`src/rtl/plru_arbiter.sv`:
```
// plru_arbiter: registered tree pseudo-LRU arbiter with a ready/ack handshake
// and optional burst lock. Grant outputs come only from registers.

// One internal tree node. The enable is one only on the node the winner walk
// passes through. It is steered into one child: the only child with a
// request, or the favoured child when both children have requests.
module plru_arbiter_node (
    input  logic en,
    input  logic l_any,
    input  logic r_any,
    input  logic fav,
    output logic sel_l,
    output logic sel_r
);
    logic go_r;

    // Go right when only the right subtree requests, or both request and right is favoured
    always_comb begin
        go_r  = r_any & (~l_any | fav);
        sel_l = en & ~go_r;
        sel_r = en & go_r;
    end
endmodule

module plru_arbiter #(
    parameter int WIDTH   = 4,
    parameter bit LOCK_EN = 1'b1,
    parameter int IDXW    = $clog2(WIDTH)
) (
    input  logic             clk,
    input  logic             rst,
    input  logic [WIDTH-1:0] req,
    input  logic             ack,
    input  logic             lock,
    output logic [WIDTH-1:0] grant,
    output logic [IDXW-1:0]  grant_idx,
    output logic             grant_valid,
    output logic [WIDTH-2:0] plru_state
);
    localparam int NODES = WIDTH - 1;
    localparam int TOT   = 2 * WIDTH - 1;

    typedef enum logic {S_IDLE, S_GRANT} state_t;

    state_t           state_q, state_d;
    logic [IDXW-1:0]  idx_q, idx_d;
    logic [NODES-1:0] tree_q, tree_d;
    logic [NODES-1:0] tree_upd;

    // Heap-ordered flags: nodes 0..NODES-1, then leaves NODES..TOT-1 (requesters 0..WIDTH-1)
    logic             any_v [TOT];
    logic             sel_c [TOT];   // winner walk on the current tree
    logic             sel_u [TOT];   // winner walk on the tree as updated by this handshake
    logic [IDXW-1:0]  win_c, win_u;
    logic             any_req;
    logic             lock_eff;

    assign any_req  = |req;
    assign lock_eff = LOCK_EN & lock;
    assign sel_c[0] = 1'b1;
    assign sel_u[0] = 1'b1;

    genvar gi, gl, gk;
    generate
        for (gi = 0; gi < WIDTH; gi++) begin : g_leaf
            assign any_v[NODES+gi] = req[gi];
        end

        for (gi = 0; gi < NODES; gi++) begin : g_node
            assign any_v[gi] = any_v[2*gi+1] | any_v[2*gi+2];

            plru_arbiter_node u_cur (
                .en    (sel_c[gi]),
                .l_any (any_v[2*gi+1]),
                .r_any (any_v[2*gi+2]),
                .fav   (tree_q[gi]),
                .sel_l (sel_c[2*gi+1]),
                .sel_r (sel_c[2*gi+2])
            );

            plru_arbiter_node u_upd (
                .en    (sel_u[gi]),
                .l_any (any_v[2*gi+1]),
                .r_any (any_v[2*gi+2]),
                .fav   (tree_upd[gi]),
                .sel_l (sel_u[2*gi+1]),
                .sel_r (sel_u[2*gi+2])
            );
        end

        // The granted index picks one node per level. Those nodes are flipped to
        // point away from the grant. The top L index bits give the node at level L.
        for (gl = 0; gl < IDXW; gl++) begin : g_lvl
            for (gk = 0; gk < (1 << gl); gk++) begin : g_pos
                localparam int N = (1 << gl) - 1 + gk;
                if (gl == 0) begin : g_root
                    assign tree_upd[N] = ~idx_q[IDXW-1];
                end else begin : g_inner
                    assign tree_upd[N] = (idx_q[IDXW-1 -: gl] == gl'(gk)) ?
                                         ~idx_q[IDXW-1-gl] : tree_q[N];
                end
            end
        end
    endgenerate

    // Encode the one-hot leaf selections of both walks to binary indices
    always_comb begin
        win_c = '0;
        win_u = '0;
        for (int i = 0; i < WIDTH; i++) begin
            if (sel_c[NODES+i]) win_c = win_c | IDXW'(i);
            if (sel_u[NODES+i]) win_u = win_u | IDXW'(i);
        end
    end

    // State register: FSM state, granted index and PLRU tree
    always_ff @(posedge clk) begin
        if (rst) begin
            state_q <= S_IDLE;
            idx_q   <= '0;
            tree_q  <= '0;
        end else begin
            state_q <= state_d;
            idx_q   <= idx_d;
            tree_q  <= tree_d;
        end
    end

    // Next state: grant from idle, hold, re-arbitrate after withdrawal, or update on handshake
    always_comb begin
        state_d = state_q;
        idx_d   = idx_q;
        tree_d  = tree_q;
        case (state_q)
            S_IDLE: begin
                if (any_req) begin
                    state_d = S_GRANT;
                    idx_d   = win_c;
                end
            end
            S_GRANT: begin
                if (ack) begin
                    if (!lock_eff) begin
                        // Regrant in the same cycle from the updated tree so back-to-back grants leave no gap
                        tree_d = tree_upd;
                        if (any_req) begin
                            idx_d = win_u;
                        end else begin
                            state_d = S_IDLE;
                            idx_d   = '0;
                        end
                    end
                end else if (!req[idx_q]) begin
                    // Withdrawal: the tree is unchanged because no handshake completed
                    if (any_req) begin
                        idx_d = win_c;
                    end else begin
                        state_d = S_IDLE;
                        idx_d   = '0;
                    end
                end
            end
            default: begin
                state_d = S_IDLE;
                idx_d   = '0;
            end
        endcase
    end

    // Outputs: decoded from registers only
    always_comb begin
        grant_valid = (state_q == S_GRANT);
        grant       = '0;
        grant_idx   = '0;
        if (grant_valid) begin
            grant[idx_q] = 1'b1;
            grant_idx    = idx_q;
        end
        plru_state = tree_q;
    end
endmodule

```
`config.mk`:
```
export PLATFORM = sky130hd
export DESIGN_NAME = plru_arbiter
export DESIGN_NICKNAME = d
export VERILOG_FILES = /design/src/rtl/plru_arbiter.sv
export SDC_FILE = /design/constraint.sdc
export NUM_CORES = 1
export LEC_CHECK = 0
export ABC_CLOCK_PERIOD_IN_PS = 3400
export CAP_MARGIN = 20
export CORE_AREA = 2 2 39 41
export DETAILED_ROUTE_END_ITERATION = 12
export DIE_AREA = 0 0 41 43
export PLACE_DENSITY = 0.7
export SYNTH_ARGS = -nofsm -noshare
export SYNTH_HDL_FRONTEND = slang
export SYNTH_SLANG_ARGS = --single-unit
```
`constraint.sdc`:
```
create_clock -name clk -period 3.4 [get_ports clk]
set_input_delay 0.85 -clock clk [delete_from_list [all_inputs] [get_ports clk]]
set_output_delay 0.85 -clock clk [all_outputs]
set_load 0.1 [all_outputs]
```
==> out/results.ini, run 1 <==
[synthesis]
synth_top_area_frac = 0.239
synth_compound_area_frac = 0.257
synth.largest_area_cell = dfxtp_1
ys_types = 31
postSynthNetCount = 76
synth_top_family_by_area = simple AND/OR/NAND/NOR gates
ys.warnings.count = 0
synth.area.top_cells = dfxtp_1 (24%), mux2i_1 (8.0%), nor2_1 (7.5%), nor2b_1 (5.0%), buf_4 (4.5%)
synth_xor_xnor_area_share = 0
syn-cell-area_um2 = 502
synth-simple-area-share = 0.297
synth_mux_area_frac = 0.0798
synth_ff_type = dfxtp_1
ys_seq_area_frac = 0.239
ys_ff_latch = 6
synthAdderAreaFrac = 0
synthCells = 68
async_flop_share = 0
synth-edff-count = 0
postSynthAreaPerCell_um2 = 7.38

[timing]
relSlewSlack = 0.633
drv_slew = 0
setup_ws_ps = 982
finalHoldViolCount = 0
setup_viol_count_final = 0
grt_setup_unrepaired = false
final.setup_skew_ps = 14.5
min_period_over_period = 0.711
finalCriticalPeriod_ps = 2420
worstMarginPinSlew_ps = 549
fin_setup_tns_ps = 0
fmax_mhz = 414

[global_route]
grt_pass1_wl_um = 1800
grt_pass1_vias = 415
grt_max_degree = 15
track_usage = 0.153
grt_antenna_before_repair = 0
grt_overflow_total = 0

[route]
drc = 0
first_pass_iters = 4
post_drt_via_cell_ratio = 5.26
routed-wl-met3_um = 75
wire_per_inst_um = 11.9
top_layer = met4
vias = 515
wl_met1_um = 547
ant_nets = 0
wl_met2_um = 507
drt_iter0_markers = 18
routed_wl_um = 1170

[min_path]
hold_path.class = reg -> reg

[job]
drv_cap = 0

[floorplan]
die_width_um = 41
pin_count = 18
coreArea_mm2 = 0.00138
die_area_mm2 = 0.00176
die_y_um = 43
initial_core_util = 0.363
rows = 14

[worst_setup_path]
worstPathArrival_ps = 1570
worst-path-max-fanout = 14
crit_path_end_kind = output pin
crit_type = reg -> out
start_kind = flip-flop
crit_required_ps = 2550

[layout]
multiInputGateArea_um2 = 334
insertedDiodeCount = 0
ff_latch_area_um2 = 120
nNetsFinal = 92
drive_gt1_frac = 0.244
nFillCells = 143
fin_util = 0.475
fin_cells = 98
area_growth_syn_to_layout_pct = 30.9

[cts]
cts-resized-gates = 0
cts_buffers = 3
cts_root_buffer = clkbuf_4
ctsHtreeMaxLevel = 1
cts_tree = yes
cts_num_sinks = 6
cts.clk_slew.worst_paths_ps = 60
cts_setup_buffers = 0
clock_latency_ps = 260
cts_hold_buf = 0
cts_buffer_depth = 2

[power_and_ir_drop]
finalPower_uw = 266
power_density_mw_per_mm2 = 405
peakVddDrop_mv = 0.241
leakagePower_uw = 0.000288

[placed_design]
routabilityCongestion = 0.907
numPortBuffers = 17
pre_cts_ws_ps = 923
numPlacedInstances = 95

[outcome]
status = finished clean

## flip-flops by register name (all words and copies together), names as in the netlist
| signal | flops |
|---|---|
| grant_valid | 1 |
| idx_q | 2 |
| plru_state | 3 |
## critical path, stage by stage, from the launching register on
cell,delay (ps)
dfxtp_1,670
and2_1,220
nor2b_2,130
buf_4,290
## path summary, 6_finish.rpt
kind                                    start            end  slack (ps)  depth (start not counted)
worst min-delay path            plru_state[1]  plru_state[1]         540                          2
worst max register to register       idx_q[1]       idx_q[0]        1710                          4
worst max-delay path                 idx_q[1]       grant[2]         980                          3
worst min register to register  plru_state[1]  plru_state[1]         540                          2
## layout by cell type, fill, tap and decap left out, drive strengths merged
| cell type | Yosys | routed |
|---|---|---|
| and2 | 2 | 2 |
| nor2b | 4 | 4 |
| a211oi | 1 | 1 |
| a2bb2oi | 1 | 1 |
| mux2i | 4 | 4 |
| and3 | 1 | 1 |
| clkdlybuf4s50 | 0 | 7 |
| o21ai | 5 | 5 |
| a21oi | 4 | 4 |
| nand3 | 2 | 2 |
| and3b | 1 | 1 |
| nand2 | 5 | 5 |
| a311oi | 1 | 1 |
| nor2 | 11 | 11 |
| nand2b | 1 | 1 |
| a31oi | 1 | 1 |
| o21a | 1 | 1 |
| nor3 | 1 | 1 |
| a22o | 1 | 1 |
| or3 | 1 | 1 |
| buf | 5 | 10 |
| nor4 | 1 | 1 |
| inv | 4 | 4 |
| o221ai | 1 | 1 |
| o311ai | 1 | 1 |
| clkbuf | 1 | 3 |
| o22a | 1 | 1 |
| dfxtp | 6 | 6 |
## metal layers
metal,GRT usage,vias up
met3,0.0157,4
li1,-,266
met5,0,-
met1,0.209,227
met4,0.120,0
met2,0.206,18
## layout make-up
| cell class | instances | share of cell area |
|---|---|---|
| Tap cell | 16 | 0.0305 |
| Multi-Input combinational cell | 52 | 0.509 |
| Sequential cell | 6 | 0.183 |
| Clock buffer | 3 | 0.0343 |
| Timing Repair Buffer | 17 | 0.221 |
| Inverter | 4 | 0.0229 |
## synth_stat cells (all sizes together), types with 2 or more instances
| master | n |
|---|---|
| nor2 | 11 |
| dfxtp | 6 |
| buf | 5 |
| nand2 | 5 |
| o21ai | 5 |
| a21oi | 4 |
| inv | 4 |
| mux2i | 4 |
| nor2b | 4 |
| and2 | 2 |
| nand3 | 2 |
## power breakdown
group / internal (uW) / leakage (uW) / switching, uW
logic: 34.9 / 0.000225 / 71.5
clock network: 40.3 / 0.0000138 / 31.2
registers: 75.2 / 0.0000494 / 13.2
## kinds of logic after synthesis
kind of cell | count (synthesis)
AOI/OAI and AO/OA | 18
buffers and inverters | 10
DFF | 6
muxes | 4
and+or+nand+nor | 30
## per-stage QoR
step | hold slack, ps | cell area [um^2]
2_1_floorplan | 494 | 518
4_1_cts | 545 | 657
6_report | 544 | 657
5_1_grt | 581 | 657
3_5_place_dp | 534 | 634
3_3_place_gp | 532 | 634
No activity file was read; power rests on OpenSTA's default activity.
==> inputs of run 2 (changes only) <==
ABC_CLOCK_PERIOD_IN_PS = 2100   (was 3400)
CORE_AREA = unset   (was 2 2 39 41)
CORE_MARGIN = 2   (was unset)
CORE_UTILIZATION = 38   (was unset)
DIE_AREA = unset   (was 0 0 41 43)
PLACE_DENSITY = 0.73   (was 0.7)
clock period = 2.1 ns   (was 3.4 ns; I/O delays follow)
==> run 2 against run 1 <==
Against the previous run:
- sequential power grew 55%
- highest routed layer unchanged
- worst hold slack worse by 9.4 ps
- wire length rose by 7.0%
- clock power rose by 65%
- largest cell class unchanged
- sequential cell count stayed put
- count of clock-buffer cells in the layout rose by 1
==> out/results.ini, run 2 (synthesis gave the netlist of run 1 again) <==
[layout]
nNetsFinal = 97
largest_reg_flops = 3
layout_common_cells = nor2_1 (10), buf_4 (9), clkdlybuf4s50_1 (7)
area_growth_syn_to_layout_pct = 57.6
design_area_um2 = 791
drive_gt1_frac = 0.307
insertedDiodeCount = 0
layout_commonest_cell = nor2_1
nFillCells = 114

[global_route]
grt_overflow_total = 0
grt_antenna_before_repair = 0
track_usage = 0.169
grt_pass1_vias = 424
grt_max_degree = 12
grt_pass1_wl_um = 1810

[route]
ant_nets = 0
post_drt_via_cell_ratio = 5.44
routed_wl_um = 1250
drt_iter0_markers = 18
wire_per_inst_um = 12.2
drc = 0
vias = 560
first_pass_iters = 4

[cts]
cts_tree = yes
ctsHtreeMaxLevel = 1
clock_latency_ps = 250
cts-resized-gates = 0
cts.clk_slew.worst_paths_ps = 40
cts_num_sinks = 6
cts_hold_buf = 0
cts_root_buffer = clkbuf_4
cts_setup_buffers = 0
cts_buffer_depth = 2
cts_buffers = 3

[timing]
setup_viol_count_final = 0
fin_setup_tns_ps = 0
min_period_over_period = 0.883
grt_setup_unrepaired = false
drv_slew = 0
relSlewSlack = 0.768
worstMarginPinSlew_ps = 347
finalCriticalPeriod_ps = 1850
fmax_mhz = 539
final.setup_skew_ps = 9.14
finalHoldViolCount = 0

[worst_setup_path]
crit_required_ps = 1570
crit_type = reg -> out
ff2ff_setup_slack_ps = 420
worstPathArrival_ps = 1330
reg2reg_from = idx_q[1]
critPathLaunch = idx_q[1]
slowest_delay_ps = 520
worst-path-max-fanout = 7
path_cells = and2_4 -> nor2b_4 -> buf_12
start_kind = flip-flop
slowest_stage = dfxtp_1
crit_path_end_kind = output pin
worstRegToRegCells = 5

[floorplan]
rows = 13
die_area_mm2 = 0.00163
coreArea_mm2 = 0.00127
initial_core_util = 0.395
die_y_um = 40.3
die_width_um = 40.3
pin_count = 18

[outcome]
status = finished clean

[placed_design]
placed_area_um2 = 764
numPortBuffers = 17
routabilityCongestion = 0.810
dp_hpwl_um = 952

[min_path]
hold_path.class = reg -> reg
min-delay-start = plru_state[1]
hold_path_depth = 2

[power_and_ir_drop]
peakVddDrop_mv = 0.527
power_density_mw_per_mm2 = 597
leakagePower_uw = 0.000336

[job]
drv_cap = 0

## run 2: changes by cell type in the layout (fill, tap and decap cells not counted)
cell,delta
and2_1,-1
and2_2,-1
and2_4,+2
buf_12,+6
buf_4,-1
clkbuf_1,+1
dfxtp_1,-1
dfxtp_4,+1
nor2b_2,-1
nor2b_4,+1
nor3_2,-1
nor3_4,+1
## run 2: through the flow
stage | power [uW] | std cells | util | setup slack (ps) | hold slack (ps)
floorplan | 290 | 68 | - | -86.9 | 494
global placement | 354 | 99 | 0.603 | 69.9 | 520
detailed placement | 356 | 99 | 0.603 | 50.2 | 528
CTS | 478 | 103 | 0.623 | 226 | 540
global route | 491 | 103 | 0.623 | 172 | 564
finish | 472 | 103 | 0.623 | 245 | 534
## run 2: critical path: cells and delay by family, from the launching register on
family | cells | cell delay [ps]
simple gates | 2 | 380
flops | 1 | 520
buf+inv | 1 | 180
## run 2: cell type report
class	instances	area (um^2)	share of cell area
repair buffers	22	258	0.326
flip-flops and latches	6	124	0.157
well taps	15	18.8	0.0237
multi-input cells	52	349	0.441
clock buffers	4	26.3	0.0332
inverters	4	15.0	0.0190
## run 2: final timing paths
kind	end
hold / removal	plru_state[1]
setup / recovery	grant[2]
hold reg to reg	plru_state[1]
setup reg to reg	idx_q[0]
## run 2: power by group
part / internal, uW / switching (uW) / leakage [uW]
clock network: 72.2 / 45.7 / 0.0000150
registers: 121 / 15.5 / 0.0000498
logic: 85.2 / 132 / 0.000271
total: 279 / 193 / 0.000336
## run 2: layer usage
layer / vias to the layer above / part of all wire / track usage
met2: 23 / 0.51 / 0.278
met5: - / 0 / 0
met4: 0 / 0.0072 / 0.0750
met1: 257 / 0.41 / 0.201
met3: 2 / 0.070 / 0.0500
li1: 278 / - / -
